--- src/rtl/pipe_skid_reg.sv ---
// pipe_skid_reg: elastic valid/ready pipeline register with one main entry and
// one skid entry. It sustains one transfer per cycle, and in_ready comes
// straight from a flop, so there is no combinational path from out_ready.
// A synchronous flush squashes held entries on a redirect.
//
// Optional build macro PIPE_STALL_CNT_EN adds a saturating stall_cnt output.
// It counts cycles with out_valid = 1 and out_ready = 0.
//
// State encoding is the {main_v, skid_v} pair:
//   state | meaning
//   EMPTY | 00, nothing held
//   ONE   | 10, main entry valid, skid empty
//   FULL  | 11, main and skid valid, in_ready low
// The pattern 01 is never produced.
module pipe_skid_reg #(
    parameter int WIDTH      = 32,
    parameter bit CLEAR_DATA = 1'b1,
    parameter int CNT_W      = 16
) (
    input  logic             clk,
    input  logic             reset,
    input  logic             flush,
    input  logic             in_valid,
    output logic             in_ready,
    input  logic [WIDTH-1:0] in_data,
    output logic             out_valid,
    input  logic             out_ready,
    output logic [WIDTH-1:0] out_data
`ifdef PIPE_STALL_CNT_EN
    ,
    output logic [CNT_W-1:0] stall_cnt
`endif
);

    typedef enum logic [1:0] {
        EMPTY = 2'b00,
        ONE   = 2'b10,
        FULL  = 2'b11
    } state_t;

    state_t           state;
    logic [WIDTH-1:0] main_data;
    logic [WIDTH-1:0] skid_data;
    logic             in_fire;
    logic             out_fire;

    if (WIDTH < 1 || CNT_W < 1) begin : g_param_check
        $error("pipe_skid_reg: WIDTH and CNT_W must be at least 1");
    end

    // Bit 1 of the state is main_v and bit 0 is skid_v, so both outputs are flop outputs.
    assign out_valid = state[1];
    assign in_ready  = ~state[0];
    assign out_data  = main_data;

    assign in_fire  = in_valid & in_ready;
    assign out_fire = out_valid & out_ready;

    // Occupancy FSM and data registers; flush wins over any handshake in the same cycle.
    always_ff @(posedge clk or posedge reset) begin
        if (reset) begin
            state     <= EMPTY;
            main_data <= '0;
            skid_data <= '0;
        end else if (flush) begin
            state <= EMPTY;
            if (CLEAR_DATA) begin
                main_data <= '0;
                skid_data <= '0;
            end
        end else begin
            case (state)
                EMPTY: begin
                    if (in_fire) begin
                        main_data <= in_data;
                        state     <= ONE;
                    end
                end
                ONE: begin
                    case ({out_fire, in_fire})
                        2'b11: main_data <= in_data;
                        2'b10: state     <= EMPTY;
                        2'b01: begin
                            skid_data <= in_data;
                            state     <= FULL;
                        end
                        default: ;
                    endcase
                end
                FULL: begin
                    // in_ready is low here, so only the drain case can occur.
                    if (out_fire) begin
                        main_data <= skid_data;
                        state     <= ONE;
                    end
                end
                default: state <= EMPTY;
            endcase
        end
    end

`ifdef PIPE_STALL_CNT_EN
    // Saturating backpressure counter; only reset clears it, so flush leaves history intact.
    always_ff @(posedge clk or posedge reset) begin
        if (reset) begin
            stall_cnt <= '0;
        end else if (out_valid && !out_ready && (stall_cnt != {CNT_W{1'b1}})) begin
            stall_cnt <= stall_cnt + 1'b1;
        end
    end
`endif

endmodule
--- config.mk ---
export PLATFORM = sky130hd
export DESIGN_NAME = pipe_skid_reg
export DESIGN_NICKNAME = d
export VERILOG_FILES = /design/src/rtl/pipe_skid_reg.sv
export SDC_FILE = /design/constraint.sdc
export NUM_CORES = 1
export LEC_CHECK = 0
export CAP_MARGIN = 10
export CORE_MARGIN = 2
export CORE_UTILIZATION = 55
export CTS_CLUSTER_SIZE = 8
export DETAILED_ROUTE_END_ITERATION = 6
export PLACE_DENSITY_LB_ADDON = 0.3
export SLEW_MARGIN = 5
export SYNTH_ARGS = -nofsm -noshare
export SYNTH_HDL_FRONTEND = slang
export SYNTH_SLANG_ARGS = --single-unit
--- constraint.sdc ---
create_clock -name clk -period 4.4 [get_ports clk]
set_clock_uncertainty 0.2 [all_clocks]
set_input_delay 0.66 -clock clk [delete_from_list [all_inputs] [get_ports clk]]
set_output_delay 0.66 -clock clk [all_outputs]
set_load 0.005 [all_outputs]
### Yosys cells after proc, flatten, opt, wreduce, memory -nomap -nowiden

Cells that the tools add are included.

* register bits: 66
* output and inout bits: 34
* word-level logic and storage cells: 35

* eq/ne operators: 9
* multiplexer cells: 13
* bitwise logic cells: 3
* reductions and logical operators: 7

Operators with widths (number)
* $mux 32: 7
* $pmux 32 s3: 1
* $eq 2x2->1 const B: 4
* $mux 2: 3
* $ne 3x3->1 const B: 2
* $pmux 2 s3: 1
* $ne 4x3->1 const B: 1
* $pmux 2 s2: 1
* $reduce_and 4->1: 1
* $reduce_bool 2->1: 2
* $reduce_bool 4->1: 1
* $ne 3x2->1 const B: 1
* $reduce_and 3->1: 1
* $and 1x1->1: 2
* $eq 2x1->1 const B: 1
* $logic_not 2->1: 1
* $reduce_and 2->1: 1
* $not 1->1: 1

### Longest topological paths before layout

* depth in word-level cells: 6
* gate-level depth with buffers: 7

### Least setup slack after synthesis

Ideal clock, no wire load.

* path type: register to register
* from: reg state[0]
* to: reg main_data[0] (netlist: out_data[0])
* library setup time: 136 ps
* arrival: 1681 ps
* path slack: 2383 ps
* cell stages (with the launch flop): 8
* path buffers: 1
* cell sequence: dfrtp_1 -> inv_1 -> ha_1 -> nor3_4 -> a221o_2 -> clkbuf_1 -> o21ai_0 -> a21oi_1

* cells in the longest elaborated chain, start to end: 5
* elaborated cells on any way between the ends: 13

RTL lines
* from (decl): line 41 `state_t state;`
* from (signal assigned): line 62 `state <= EMPTY;`
* from (signal assigned): line 66 `state <= EMPTY;`
* from (signal assigned): line 76 `state <= ONE;`
* $not 1->1 (*): line 53 `assign in_ready = ~state[0];`
* net in_ready: line 24 `output logic in_ready,`
* $and 1x1->1 (*): line 56 `assign in_fire = in_valid & in_ready;`
* $eq 2x2->1: line 80 `case ({out_fire, in_fire})`
* $ne 3x2->1 (no source line)
* $reduce_and 4->1 (no source line) (*)
* to (signal assigned): line 75 `main_data <= in_data;`
* to (signal assigned): line 81 `2'b11: main_data <= in_data;`
* to (signal assigned): line 93 `main_data <= skid_data;`
* to (decl): line 42 `logic [WIDTH-1:0] main_data;`

The timed path passes the listed nets; every way through them passes the cells marked *.
A chain may end at the register's enable or synchronous reset.

### Worst setup path after layout

* from: reg state[1]
* to: reg main_data[1] (netlist: out_data[1])

* cells in the longest elaborated chain, start to end: 4
* elaborated cells on any way between the ends: 12

RTL lines
* $and 1x1->1: line 57 `assign out_fire = out_valid & out_ready;`
* $eq 2x2->1: line 80
* $ne 3x2->1 (no source line)
* $reduce_and 4->1 (no source line)

Several ways; a longest one is shown, not always the timed one.

==> impl_metrics.json <==
{
  "grt_usage_pct": 25.3,
  "timing.setup.tns_ns": 0,
  "busiest_layer": "met2",
  "antenna_left": 0,
  "yosys-top-cells-area": "dfrtp_1 (51%), a21oi_1 (8.9%), mux2_2 (8.6%)",
  "synth_cells": 337,
  "met1_usage_pct": 34.5,
  "powerDensity_nw_per_um2": 538,
  "tritoncts": "done",
  "hold_ws_ns": 0.296,
  "p_int_mw": 1.53,
  "cts_root_buffer": "clkbuf_8",
  "clockPowerShare_pct": 28.1,
  "max_clock_freq_mhz": 336,
  "syn-num-nets": 379,
  "min_path_type": "flip-flop to flip-flop",
  "layout_common_cells": "clkdlybuf4s50_1 (69), dfrtp_1 (66), nand2_1 (64)",
  "pwr-share-seq_pct": 36.1,
  "rows": 28,
  "viasPerCell": 5.73,
  "worst-slew-pin-transition_ns": 1.01,
  "area_growth_pct": 29.5,
  "ys_seq_area_share_pct": 50.7,
  "final_hold_viol_count": 0,
  "regArea_um2": 1650,
  "grt_pass1_vias": 2621,
  "n_antenna_cell": 0,
  "end_kind": "flip-flop",
  "postLayoutCellArea_um2": 4220,
  "dieArea_um2": 6550,
  "drt_wl_total_mm": 7.75,
  "dpl.hpwl_mm": 4.89,
  "arrival_ns": 3.02,
  "rsz0062_at_grt": "no",
  "p_leak_nw": 1.72,
  "use_met3_pct": 4.56,
  "layout_min_cycle_time_ns": 2.97,
  "crit_type": "flip-flop to flip-flop",
  "ys_seq_elements": 66,
  "status": "completed",
  "finalSetupViolations": 0,
  "portBuffers": 70,
  "drv_cap": 0,
  "start_util_pct": 56.0,
  "final_common_cell": "clkdlybuf4s50_1",
  "vias": 2732,
  "antenna_found_initial": 0,
  "grt_pass1_wl_mm": 12.6,
  "p_sw_uw": 739,
  "dr.first_iter.drc_count": 322,
  "wl_per_cell_um": 16.2,
  "drc": 0,
  "switching_share_pct": 32.6,
  "drive_above_1_share_pct": 13.9,
  "grt_start_max_net_pins": 64,
  "clk_pin_slew_worst_paths_ns": 0.07,
  "cp.required_ns": 4.45,
  "maxSlewViolCount": 0,
  "cts_max_level": 3,
  "max-slew-margin-rel_pct": 32.6,
  "ir_worst_vdd_mv": 0.337,
  "yosys.area.top_type": "dfrtp_1",
  "synth_cell_types": 35,
  "holdBufCountCts": 0,
  "die_h_um": 81.0,
  "startpoint_type": "flip-flop",
  "post_synth.cell_area_avg_um2": 9.66,
  "met2_usage_pct": 39.6,
  "pwr-share-comb_pct": 35.8,
  "coreArea_um2": 5820,
  "clockBufferDepth": 2,
  "fillerInstances": 451,
  "post-route-period-util_pct": 67.6,
  "placed_area_um2": 3970,
  "multiInputGateArea_um2": 1460,
  "netlist_area_um2": 3260,
  "die_w_um": 81.0,
  "crit_fanout": 36,
  "clk_latency_ns": 0.34,
  "fin_nets": 439,
  "ctsResizeCount": 0,
  "ios": 71,
  "drt_first_pass_iters": 5,
  "cts_buffers": 9,
  "grt-ovfl-total": 0,
  "cts_sinks": 66,
  "postCtsSetupBuffers": 0,
  "yosysTopAreaCellShare_pct": 50.7,
  "yosysWarnings": 0,
  "place_congestion": 0.842
}
[through the flow]
step	util [%]	cells	total power [mW]	setup slack [ns]
2_1_floorplan	-	337	1.29	1.89
3_3_place_gp	68.2	461	1.61	1.55
3_5_place_dp	68.2	461	1.64	1.50
4_1_cts	72.5	477	2.28	1.43
5_1_grt	72.5	477	2.40	1.26
6_report	72.5	477	2.27	1.43
[worst max-delay path, cell delays in order, from the launching register on]
cell      delay (ns)
dfrtp_1         0.46
ha_2            0.90
nor3_4          0.11
a221oi_4        0.56
buf_4           0.34
nand3_1         0.11
a21oi_1         0.18
[registers in the layout, summed over array words and instances (netlist names)]
name	count
skid_data	32
state	2
out_data	32
[routing by layer]
metal  part of all wire [%]  vias up
met4                    1.8        0
met5                      0        -
met3                    5.4       14
met2                     49       97
met1                     44     1321
li1                       -     1300
[power groups by stage]
stage / logic, mW / clock network (mW) / registers [mW]
finish: 0.813 / 0.637 / 0.819
global route: 0.900 / 0.669 / 0.833
CTS: 0.817 / 0.643 / 0.819
detailed placement: 0.809 / 0 / 0.828
global placement: 0.792 / 0 / 0.821
floorplan: 0.470 / 0 / 0.825
[synth_stat cells]
| library cell | n |
|---|---|
| a21o_1 | 1 |
| mux2_2 | 25 |
| nand3_1 | 28 |
| buf_1 | 1 |
| a221o_2 | 1 |
| a221oi_4 | 1 |
| o21ai_2 | 2 |
| mux2i_1 | 7 |
| xnor2_1 | 2 |
| nand2_2 | 1 |
| nor2b_1 | 2 |
| and3_1 | 1 |
| buf_4 | 1 |
| o21ai_1 | 7 |
| nor2_1 | 1 |
| nor3_4 | 1 |
| nand3_2 | 1 |
| dfrtp_1 | 66 |
| o21ai_0 | 18 |
| a22o_1 | 1 |
| nand2b_1 | 1 |
| o22ai_1 | 1 |
| ha_1 | 5 |
| o2bb2ai_1 | 6 |
| nand2_1 | 64 |
| a32o_1 | 1 |
| a22oi_1 | 1 |
| buf_2 | 7 |
| o21a_1 | 1 |
| o32ai_1 | 1 |
| a211o_1 | 1 |
| inv_1 | 4 |
| buf_6 | 2 |
| clkbuf_1 | 16 |
| a21oi_1 | 58 |
[worst paths after layout]
path / cells past startpoint / slack [ns] / to / start
max: 6 / 1.43 / out_data[1] / state[1]
min: 1 / 0.30 / out_data[19] / out_data[19]
max reg2reg: 6 / 1.43 / out_data[1] / state[1]
min reg2reg: 1 / 0.30 / out_data[19] / out_data[19]
max in group asynchronous: 3 / 2.55 / skid_data[3] / reset
min in group asynchronous: 2 / 0.57 / skid_data[22] / reset
[area by class of cell]
type | count | share of cell area, %
Timing Repair Buffer | 76 | 17.6
Sequential cell | 66 | 39.2
Inverter | 4 | 0.356
Tap cell | 75 | 2.22
Multi-Input combinational cell | 240 | 34.7
Clock inverter | 4 | 2.31
Clock buffer | 12 | 3.68
[cells by family (layout without fill, tap and decap cells)]
kind of cell / Yosys count / in the layout / share of synthesized area, %
flip-flops: 66 / 66 / 50.7
AND/OR/NAND/NOR: 100 / 100 / 13.6
XOR/XNOR: 2 / 2 / 0.538
multiplexers: 32 / 32 / 10.8
adder cells (fa/ha/maj): 5 / 5 / 1.92
buffers and inverters: 31 / 96 / 4.42
AO/OA/AOI/OAI: 101 / 101 / 18.1
Power figures use the tool's default switching activity.
